## config.mk

```make
export PLATFORM = sky130hd
export DESIGN_NAME = wptr_full_level_flat
export DESIGN_NICKNAME = d
export VERILOG_FILES = /design/src/rtl/fifo_pkg.sv /design/src/rtl/wptr_full_level_if.sv /design/src/rtl/ptr_sync.sv /design/src/rtl/wptr_full_level.sv /design/src/flat_wrapper.sv
export SDC_FILE = /design/constraint.sdc
export NUM_CORES = 1
export LEC_CHECK = 0
export ABC_AREA = 1
export CORE_AREA = 4 4 79 81
export DETAILED_ROUTE_END_ITERATION = 8
export DIE_AREA = 0 0 83 85
export PLACE_DENSITY = 0.8
export RECOVER_POWER = 100
export SYNTH_ARGS = -nofsm -noshare
export SYNTH_HDL_FRONTEND = slang
export SYNTH_SLANG_ARGS = --single-unit
```

## constraint.sdc

```tcl
create_clock -name w_clk -period 5.34 [get_ports w_clk]
set_input_delay 1.068 -clock w_clk [delete_from_list [all_inputs] [get_ports w_clk]]
set_output_delay 1.068 -clock w_clk [all_outputs]
set_load 0.005 [all_outputs]
```

## src/rtl/fifo_pkg.sv

```systemverilog
// fifo_pkg
// Shared definitions for the dual-clock FIFO pointer blocks.
//   PTR_MAX_W    : widest pointer supported (ADDR_SIZE 16 -> 17 bits).
//   fifo_depth() : DEPTH = 2**ADDR_SIZE, usable in localparams.
//   bin2gray()   : binary -> Gray, on a zero-extended PTR_MAX_W vector.
//   gray2bin()   : Gray -> binary, on a zero-extended PTR_MAX_W vector.
//   fifo_flags_t : status flags shared by the write- and read-side blocks.
package fifo_pkg;

  localparam int PTR_MAX_W = 17;

  typedef logic [PTR_MAX_W-1:0] ptr_max_t;

  typedef struct packed {
    logic full;
    logic almost_full;
    logic overflow;
  } fifo_flags_t;

  function automatic int fifo_depth(input int addr_size);
    return 1 << addr_size;
  endfunction

  // Callers zero-extend their ADDR_SIZE+1 pointer into PTR_MAX_W bits and
  // cast the result back. The extra zero bits above the real MSB do not
  // change either conversion.
  function automatic ptr_max_t bin2gray(input ptr_max_t bin);
    return bin ^ (bin >> 1);
  endfunction

  function automatic ptr_max_t gray2bin(input ptr_max_t gray);
    ptr_max_t bin;
    bin[PTR_MAX_W-1] = gray[PTR_MAX_W-1];
    for (int i = PTR_MAX_W - 2; i >= 0; i--) begin
      bin[i] = bin[i+1] ^ gray[i];
    end
    return bin;
  endfunction

endpackage

```

## src/rtl/wptr_full_level_if.sv

```systemverilog
// wptr_full_level_if
// Write-side bundle of the dual-clock FIFO write-pointer block.
//   w_inc, af_thresh, ovf_clr : from the write client
//   rptr_gray                 : Gray read pointer from the read domain
//   waddr                     : RAM write address
//   w_ptr                     : Gray write pointer to the read domain
//   w_full, w_almost_full, w_level, w_overflow : write-side status
//
// Handshake: w_inc is the valid and ~w_full is the ready. A word is
// transferred on a w_clk rising edge where both are high. w_inc may be
// raised regardless of w_full. When w_full is high the word is dropped and
// w_overflow latches. The RAM writes at waddr in that same cycle.
interface wptr_full_level_if #(
  parameter int ADDR_SIZE = 9
);

  logic                 w_inc;
  logic [ADDR_SIZE:0]   rptr_gray;
  logic [ADDR_SIZE:0]   af_thresh;
  logic                 ovf_clr;
  logic [ADDR_SIZE-1:0] waddr;
  logic [ADDR_SIZE:0]   w_ptr;
  logic                 w_full;
  logic                 w_almost_full;
  logic [ADDR_SIZE:0]   w_level;
  logic                 w_overflow;

  modport master (
    output w_inc, rptr_gray, af_thresh, ovf_clr,
    input  waddr, w_ptr, w_full, w_almost_full, w_level, w_overflow
  );

  modport slave (
    input  w_inc, rptr_gray, af_thresh, ovf_clr,
    output waddr, w_ptr, w_full, w_almost_full, w_level, w_overflow
  );

endinterface

```

## src/rtl/ptr_sync.sv

```systemverilog
// ptr_sync
// Multi-flop synchroniser for a Gray pointer crossing clock domains. It is
// used in both the write and the read domain.
//   clk, rst_n : destination clock and its async active-low reset
//   d          : Gray pointer from the other domain
//   q          : pointer after STAGES flops
module ptr_sync #(
  parameter int WIDTH  = 10,
  parameter int STAGES = 2
) (
  input  logic             clk,
  input  logic             rst_n,
  input  logic [WIDTH-1:0] d,
  output logic [WIDTH-1:0] q
);

  logic [WIDTH-1:0] sync_q [STAGES];

  always_ff @(posedge clk or negedge rst_n) begin
    if (!rst_n) begin
      for (int i = 0; i < STAGES; i++) begin
        sync_q[i] <= '0;
      end
    end else begin
      sync_q[0] <= d;
      for (int i = 1; i < STAGES; i++) begin
        sync_q[i] <= sync_q[i-1];
      end
    end
  end

  assign q = sync_q[STAGES-1];

endmodule

```

## src/rtl/wptr_full_level.sv

```systemverilog
// wptr_full_level
// Write-domain pointer and flag generator for the dual-clock FIFO.
//   w_clk, wrst_n : write clock and its async active-low reset
//   bus (slave)   : w_inc, rptr_gray, af_thresh, ovf_clr in;
//                   waddr, w_ptr, w_full, w_almost_full, w_level,
//                   w_overflow out
// The read pointer is synchronised into w_clk here. Level and flags are
// computed from the next write pointer, so a write shows in the flags on
// the following cycle. A read only shows SYNC_STAGES+1 edges later, which
// makes full release and level decrease pessimistic.
module wptr_full_level
  import fifo_pkg::*;
#(
  parameter int ADDR_SIZE   = 9,
  parameter int SYNC_STAGES = 2
) (
  input logic               w_clk,
  input logic               wrst_n,
  wptr_full_level_if.slave  bus
);

  localparam int PTR_W = ADDR_SIZE + 1;

  logic [PTR_W-1:0] wbin_q;
  logic [PTR_W-1:0] wgray_q;
  logic [PTR_W-1:0] level_q;
  fifo_flags_t      flags_q;

  logic [PTR_W-1:0] wbin_next;
  logic [PTR_W-1:0] wgray_next;
  logic [PTR_W-1:0] rq_gray;
  logic [PTR_W-1:0] rq_bin;
  logic [PTR_W-1:0] level_next;
  logic             accept;
  logic             full_next;
  logic             af_next;

  ptr_sync #(
    .WIDTH  (PTR_W),
    .STAGES (SYNC_STAGES)
  ) u_rptr_sync (
    .clk   (w_clk),
    .rst_n (wrst_n),
    .d     (bus.rptr_gray),
    .q     (rq_gray)
  );

  always_comb begin
    accept     = bus.w_inc & ~flags_q.full;
    wbin_next  = wbin_q + PTR_W'(accept);
    wgray_next = PTR_W'(bin2gray(PTR_MAX_W'(wbin_next)));
    rq_bin     = PTR_W'(gray2bin(PTR_MAX_W'(rq_gray)));
    // The pointers differ by at most DEPTH. The modular difference is
    // therefore the true occupancy.
    level_next = wbin_next - rq_bin;
    // Full means exactly one lap ahead. In Gray code that is the read
    // pointer with its two top bits inverted.
    full_next  = (wgray_next ==
                  {~rq_gray[ADDR_SIZE:ADDR_SIZE-1], rq_gray[ADDR_SIZE-2:0]});
    af_next    = (level_next >= bus.af_thresh);
  end

  always_ff @(posedge w_clk or negedge wrst_n) begin
    if (!wrst_n) begin
      wbin_q  <= '0;
      wgray_q <= '0;
      level_q <= '0;
      flags_q <= '0;
    end else begin
      wbin_q              <= wbin_next;
      wgray_q             <= wgray_next;
      level_q             <= level_next;
      flags_q.full        <= full_next;
      flags_q.almost_full <= af_next;
      // A fresh overflow takes priority over a clear in the same cycle.
      if (bus.w_inc && flags_q.full) begin
        flags_q.overflow <= 1'b1;
      end else if (bus.ovf_clr) begin
        flags_q.overflow <= 1'b0;
      end
    end
  end

  assign bus.waddr         = wbin_q[ADDR_SIZE-1:0];
  assign bus.w_ptr         = wgray_q;
  assign bus.w_level       = level_q;
  assign bus.w_full        = flags_q.full;
  assign bus.w_almost_full = flags_q.almost_full;
  assign bus.w_overflow    = flags_q.overflow;

endmodule

```

## src/flat_wrapper.sv

```systemverilog
// flat-port wrapper written by rule: the top's interface ports become plain ports
module wptr_full_level_flat import fifo_pkg::*;
#(
  parameter int ADDR_SIZE   = 9,
  parameter int SYNC_STAGES = 2
)
  (w_clk, wrst_n, bus_w_inc, bus_rptr_gray, bus_af_thresh, bus_ovf_clr, bus_waddr, bus_w_ptr, bus_w_full, bus_w_almost_full, bus_w_level, bus_w_overflow);
  wptr_full_level_if #(.ADDR_SIZE(ADDR_SIZE)) bus_i ();
  input logic w_clk;
  input logic wrst_n;
  input wire logic [$bits(bus_i.w_inc)-1:0] bus_w_inc;
  input wire logic [$bits(bus_i.rptr_gray)-1:0] bus_rptr_gray;
  input wire logic [$bits(bus_i.af_thresh)-1:0] bus_af_thresh;
  input wire logic [$bits(bus_i.ovf_clr)-1:0] bus_ovf_clr;
  output wire logic [$bits(bus_i.waddr)-1:0] bus_waddr;
  output wire logic [$bits(bus_i.w_ptr)-1:0] bus_w_ptr;
  output wire logic [$bits(bus_i.w_full)-1:0] bus_w_full;
  output wire logic [$bits(bus_i.w_almost_full)-1:0] bus_w_almost_full;
  output wire logic [$bits(bus_i.w_level)-1:0] bus_w_level;
  output wire logic [$bits(bus_i.w_overflow)-1:0] bus_w_overflow;
  assign bus_i.w_inc = bus_w_inc;
  assign bus_i.rptr_gray = bus_rptr_gray;
  assign bus_i.af_thresh = bus_af_thresh;
  assign bus_i.ovf_clr = bus_ovf_clr;
  assign bus_waddr = bus_i.waddr;
  assign bus_w_ptr = bus_i.w_ptr;
  assign bus_w_full = bus_i.w_full;
  assign bus_w_almost_full = bus_i.w_almost_full;
  assign bus_w_level = bus_i.w_level;
  assign bus_w_overflow = bus_i.w_overflow;
  wptr_full_level #(.ADDR_SIZE(ADDR_SIZE), .SYNC_STAGES(SYNC_STAGES)) u_core (.w_clk(w_clk), .wrst_n(wrst_n), .bus(bus_i));
endmodule
```

==> flow_metrics.env, run 1 <==
export IMPL_synth_most_common_cell="nand2_1"
export IMPL_worstMarginPinSlew_ns=2.62
export IMPL_post_route_drc_count=0
export IMPL_clockPowerShare_pct=12.4
export IMPL_die_w_um=83
export IMPL_skew_ns=0.00707
export IMPL_rsz0062_at_grt="false"
export IMPL_clock_latency_ns=0.31
export IMPL_setup_viol=0
export IMPL_finalCritPeriodShare_pct=89.1
export IMPL_hp_class="reg2reg"
export IMPL_p_comb_share_pct=57.4
export IMPL_clkTransAtPathRegs_ns=0.09
export IMPL_core_um2=5470
export IMPL_via_per_inst=4.86
export IMPL_cts_root_buf="clkbuf_8"
export IMPL_die_y_um=85
export IMPL_slew_violations=53
export IMPL_dp_final_hpwl_um=4350
export IMPL_core_rowCount=27
export IMPL_fillers=462
export IMPL_cp_start_kind="input pin"
export IMPL_drive_above_1_share_pct=6.74
export IMPL_first_pass_iters=4
export IMPL_grt_max_degree=53
export IMPL_p_seq_share_pct=30.1
export IMPL_routed_wl_um=5320
export IMPL_ant_nets=0
export IMPL_antenna_found_initial=0
export IMPL_syn_area_um2=2730
export IMPL_hp_start="u_core.u_rptr_sync.sync_q[16]"
export IMPL_hold_violations=0
export IMPL_p_int_mw=1.10
export IMPL_setup_tns_ns=0
export IMPL_worst_slack_ns=0.581
export IMPL_track_usage_pct=15.8
export IMPL_cts_resized=0
export IMPL_crit_fanout=4
export IMPL_p_leak_nw=1.74
export IMPL_dr_first_iter_drc_count=88
export IMPL_power_density_nw_per_um2=559
export IMPL_place_ws_ns=0.348
export IMPL_syn_inst=293
export IMPL_synthTopCellsByArea="dfrtp_1, ha_1, nand2_1"
export IMPL_fin_nets=402
export IMPL_die_area_um2=7060
export IMPL_ctsHoldBuffers=0
export IMPL_grt_overflow=0
export IMPL_violations="max-capacitance violations, max-slew violations"
export IMPL_synth_nets=340
export IMPL_fin_crit_ns=4.76
export IMPL_routedWlPerCell_um=12.4
export IMPL_crit_start="bus_w_inc"
export IMPL_critPathArrivalTime_ns=4.94
export IMPL_maxCapViolations=1
export IMPL_synth_edf_count=0
export IMPL_crit_path_end_kind="register"
export IMPL_path_class="in2reg"
export IMPL_clockBufferDepth=2
export IMPL_cts_max_level=2
export IMPL_required_ns=5.52
export IMPL_ys_seq_area_share_pct=47.7
export IMPL_synthArstFlopShare_pct=100
export IMPL_ios=56
export IMPL_cts_buffers_inserted=5
export IMPL_grt_pass1_wl_um=9150
export IMPL_synth_top_area_share_pct=47.7
export IMPL_via_count=2078
export IMPL_antenna_cells=0
export IMPL_post_synth_cell_area_avg_um2=9.31
export IMPL_grt_pass1_vias=2111
export IMPL_multiInputGateArea_um2=1180
export IMPL_synth_flop_cell="dfrtp_1"
export IMPL_ys_warn_count=0
export IMPL_synth_common_cells="nand2_1, dfrtp_1, inv_1"
export IMPL_ir_worst_vdd_mv=0.229
export IMPL_syn_to_final_growth_pct=25.4
export IMPL_status="finished with violations"
export IMPL_p_sw_share_pct=42.2
export IMPL_cts_tree="yes"
export IMPL_p_switching_uw=807
export IMPL_regArea_um2=1300
export IMPL_ys_types=31
export IMPL_cts_sinks=52
export IMPL_worstReg2RegStart="u_core.u_rptr_sync.q[9]"
export IMPL_io_buffers=55
export IMPL_synth_top_area_cell="dfrtp_1"
export IMPL_synth_seq_cells=52
export IMPL_cts_setup_buffers=0
export IMPL_gp_congestion=0.867
export IMPL_max_slew_margin_rel_pct=-74.6
export IMPL_start_util_pct=49.9
export IMPL_fmax_mhz=210
-- worst paths after layout --
check | endpoint | cells past startpoint | slack, ns
min in group asynchronous | u_core.bus.w_level[0] | 1 | 1.58
hold reg to reg | u_core.u_rptr_sync.q[6] | 0 | 0.35
hold / removal | u_core.u_rptr_sync.q[6] | 0 | 0.35
setup reg to reg | u_core.bus.w_almost_full | 28 | 1.06
setup / recovery | u_core.bus.w_almost_full | 22 | 0.58
max in group asynchronous | u_core.bus.w_full | 1 | 2.28
-- cell families after synthesis --
kind of cell | synth area share [%]
fa+ha+maj | 10.8
buf+inv | 7.57
xor+xnor | 7.70
flops | 47.7
compound gates | 5.09
simple gates | 21.1
-- power groups by stage --
| stage | sequential, mW | clock (mW) | combinational [mW] |
|---|---|---|---|
| after floorplan | 0.598 | 0 | 0.709 |
| after global placement | 0.594 | 0 | 1.10 |
| after detailed placement | 0.595 | 0 | 1.15 |
| after CTS | 0.586 | 0.242 | 1.16 |
| after global routing | 0.591 | 0.262 | 1.25 |
| final | 0.576 | 0.237 | 1.10 |
-- routing by layer --
layer  global-route usage (%)  vias to the layer above  part of all wire, %
li1                         -                     1057                    -
met1                     18.7                      955                   41
met3                     3.88                        6                  5.9
met4                     4.31                        0                 0.92
met2                     28.7                       60                   52
met5                        0                        -                    0
-- cell type report --
| cell class | count | share of cell area, % |
|---|---|---|
| Sequential cell | 52 | 38.0 |
| Multi-Input combinational cell | 186 | 34.6 |
| Timing Repair Buffer | 55 | 15.9 |
| Inverter | 55 | 6.04 |
| Tap cell | 72 | 2.63 |
| Clock buffer | 6 | 2.41 |
| Clock inverter | 2 | 0.402 |
-- per-stage QoR --
step | cells | utilization [%] | hold slack, ns | instance area, µm² | power [mW]
final | 428 | 62.5 | 0.354 | 3420 | 1.91
after global routing | 428 | 62.5 | 0.362 | 3420 | 2.10
after CTS | 428 | 63.2 | 0.357 | 3460 | 1.98
after detailed placement | 420 | 61.5 | 0.336 | 3360 | 1.74
after global placement | 420 | 61.5 | 0.331 | 3360 | 1.70
after floorplan | 293 | - | 0.331 | 2730 | 1.31
-- layout by cell type, fill, tap and decap left out --
cell	n
a211oi_1	1
a21oi_1	12
and2_0	1
clkbuf_1	1
clkbuf_8	6
clkdlybuf4s50_1	11
clkinv_2	1
dfrtp_1	52
dlygate4sd3_1	43
fa_1	1
ha_1	22
inv_1	53
inv_2	2
inv_6	1
nand2_1	57
nand2_2	6
nand3_1	28
nand3_2	5
nand3b_1	1
nand4_1	3
nor2_1	10
nor2_4	1
nor3_1	3
nor4_1	1
nor4_2	1
o2111ai_1	1
o211ai_1	1
o21ai_0	8
o21bai_1	1
o31ai_1	1
xnor2_1	6
xor2_1	14
xor2_2	1
-- flip-flops by register name (all words and copies together) (netlist names) --
register,count
u_core.bus.w_almost_full,1
u_core.bus.w_full,1
u_core.bus.w_level,10
u_core.bus.w_overflow,1
u_core.bus.w_ptr,9
u_core.u_rptr_sync.q,10
u_core.u_rptr_sync.sync_q,10
u_core.wbin_q,10
-- critical path, stage by stage --
cell	delay, ns
dlygate4sd3_1	0.54
inv_1	0.05
nor2_1	0.14
ha_1	0.23
ha_1	0.22
nand3_1	0.12
xor2_1	0.29
inv_1	0.11
ha_1	0.35
a21oi_1	0.16
o21ai_0	0.13
a21oi_1	0.20
nor2_1	0.05
o21ai_0	0.18
nand2_1	0.09
xnor2_1	0.13
inv_1	0.07
ha_1	0.29
a21oi_1	0.18
nor2_1	0.06
a211oi_1	0.18
nand4_1	0.12
Note: power is estimated with default switching activity, not from simulation.
==> run 2, diff against run 1 <==
Settings changed: CORE_AREA 4 4 79 81 to 4 4 94 69, DIE_AREA 0 0 83 85 to 0 0 98 73, GPL_TIMING_DRIVEN set to 0.
==> flow_metrics.env, run 2 (synthesis gave the netlist of run 1 again) <==
export IMPL_status="finished with violations"
export IMPL_violations="max-capacitance violations, max-slew violations"
export IMPL_die_y_um=73
export IMPL_clock_latency_ns=0.30
export IMPL_wl_met1_um=2500
export IMPL_crit_fanout=4
export IMPL_antenna_found_initial=0
export IMPL_fin_area_um2=3420
export IMPL_fin_nets=403
export IMPL_max_slew_margin_rel_pct=-21.9
export IMPL_wl_met3_um=308
export IMPL_grt_pass1_wl_um=9360
export IMPL_routed_wl_um=5410
export IMPL_cts_resized=0
export IMPL_placed_cell_area_um2=3390
export IMPL_maxCapViolations=1
export IMPL_met2WireLength_um=2530
export IMPL_finalCritPeriodShare_pct=88.3
export IMPL_finalNonFillerCells=432
export IMPL_hp_class="reg2reg"
export IMPL_layout_cells_most_common="nand2_1"
export IMPL_drive_above_1_share_pct=6.16
export IMPL_hold_ws_ns=0.355
export IMPL_crit_path_end_kind="register"
export IMPL_die_area_um2=7150
export IMPL_skew_ns=0.00765
export IMPL_multiInputGateArea_um2=1190
export IMPL_fillers=471
export IMPL_required_ns=5.57
export IMPL_regArea_um2=1300
export IMPL_cts_sinks=52
export IMPL_clockBufferDepth=2
export IMPL_final_cell_mix="nand2_1, inv_1, dfrtp_1, dlygate4sd3_1, nand3_1"
export IMPL_antenna_cells=0
export IMPL_p_leak_nw=1.73
export IMPL_cts_max_level=2
export IMPL_track_usage_pct=16.4
export IMPL_cts_buffers_inserted=5
export IMPL_cts_root_buf="clkbuf_8"
export IMPL_worstMarginPinSlew_ns=1.83
export IMPL_fmax_mhz=212
export IMPL_via_per_inst=4.87
export IMPL_dp_final_hpwl_um=4460
export IMPL_routedWlPerCell_um=12.5
export IMPL_grt_max_degree=37
export IMPL_start_util_pct=48.6
export IMPL_setup_viol=0
export IMPL_cp_start_kind="input pin"
export IMPL_placed_cells=424
export IMPL_cts_setup_buffers=0
export IMPL_io_buffers=55
export IMPL_ir_worst_vdd_mv=0.248
export IMPL_first_pass_iters=4
export IMPL_dr_max_layer_used="met4"
export IMPL_fin_crit_ns=4.71
export IMPL_slew_violations=37
export IMPL_hold_path_depth=0
export IMPL_post_route_drc_count=0
export IMPL_hold_violations=0
export IMPL_gp_congestion=0.778
export IMPL_dr_first_iter_drc_count=86
export IMPL_via_count=2103
export IMPL_grt_overflow=0
export IMPL_power_density_nw_per_um2=554
export IMPL_ant_nets=0
export IMPL_die_w_um=98
export IMPL_core_rowCount=23
export IMPL_grt_pass1_vias=2140
export IMPL_cts_tree="yes"
export IMPL_path_class="in2reg"
export IMPL_clkTransAtPathRegs_ns=0.10
export IMPL_reg2regPathDepth=28
export IMPL_syn_to_final_growth_pct=25.5
export IMPL_setup_tns_ns=0
export IMPL_rsz0062_at_grt="false"
export IMPL_critPathArrivalTime_ns=4.95
export IMPL_ctsHoldBuffers=0
export IMPL_core_um2=5610
export IMPL_ios=56
==> run 2: cell count changes in the layout (fill, tap and decap cells not counted), sizes merged <==
cell and delta:
clkdlybuf4s50 +1, clkinvlp +1, inv -1, dlygate4sd3 -1, clkbuf +1
==> run 2: final cells by class <==
class / count / share of cell area (%)
clock buffers: 6 / 2.12
clock inverters: 2 / 0.475
inverters: 55 / 6.03
multi-input cells: 186 / 34.6
flip-flops and latches: 52 / 38.0
well taps: 75 / 2.74
repair buffers: 56 / 16.0
==> run 2: power by group <==
group / internal, mW / total, mW / switching, mW
logic: 0.477 / 1.10 / 0.622
registers: 0.518 / 0.575 / 0.0563
clock network: 0.0935 / 0.222 / 0.129
==> run 2: metal layers <==
| layer | global-route usage (%) | vias to the layer above |
|---|---|---|
| met5 | 0 | - |
| met4 | 3.84 | 0 |
| met3 | 3.92 | 6 |
| met2 | 27.8 | 54 |
| met1 | 21.5 | 983 |
| li1 | - | 1060 |
==> run 2: path summary, 6_finish.rpt <==
check / from / endpoint / slack [ns]
max: bus_w_inc / u_core.bus.w_almost_full / 0.63
max reg2reg: u_core.u_rptr_sync.q[9] / u_core.bus.w_almost_full / 1.01
max in group asynchronous: wrst_n / u_core.bus.w_ptr[5] / 2.32
min in group asynchronous: wrst_n / u_core.bus.w_level[0] / 0.84
min: u_core.u_rptr_sync.sync_q[16] / u_core.u_rptr_sync.q[6] / 0.36
min reg2reg: u_core.u_rptr_sync.sync_q[16] / u_core.u_rptr_sync.q[6] / 0.36
==> run 2: worst max-delay path, stage by stage <==
cell and delay [ns]:
clkdlybuf4s50_1 0.47, inv_1 0.04, nor2_1 0.14, ha_1 0.25, ha_1 0.23, nand3_1 0.13
xor2_1 0.31, inv_1 0.10, ha_1 0.35, a21oi_1 0.16, o21ai_0 0.12, a21oi_1 0.21
nor2_1 0.07, o21ai_0 0.15, nand2_1 0.08, xnor2_1 0.13, inv_1 0.07, ha_1 0.29
nand2_1 0.08, nor4_1 0.31, nand3_1 0.11, nand4_1 0.08
==> run 2: metrics by stage <==
step	power, mW	worst slack, ns	utilization [%]
2_1_floorplan	1.31	1.28	-
3_3_place_gp	1.68	0.313	60.1
3_5_place_dp	1.73	0.250	60.4
4_1_cts	1.97	0.539	62.0
5_1_grt	2.09	0.157	61.0
6_report	1.90	0.626	61.0
==> run 3, diff against run 2 <==
Settings changed: HOLD_SLACK_MARGIN set to 0.12, SKIP_LAST_GASP set to 1.
==> results of run 3 <==
Final layout, timing and power as in run 2 (identical DEF).
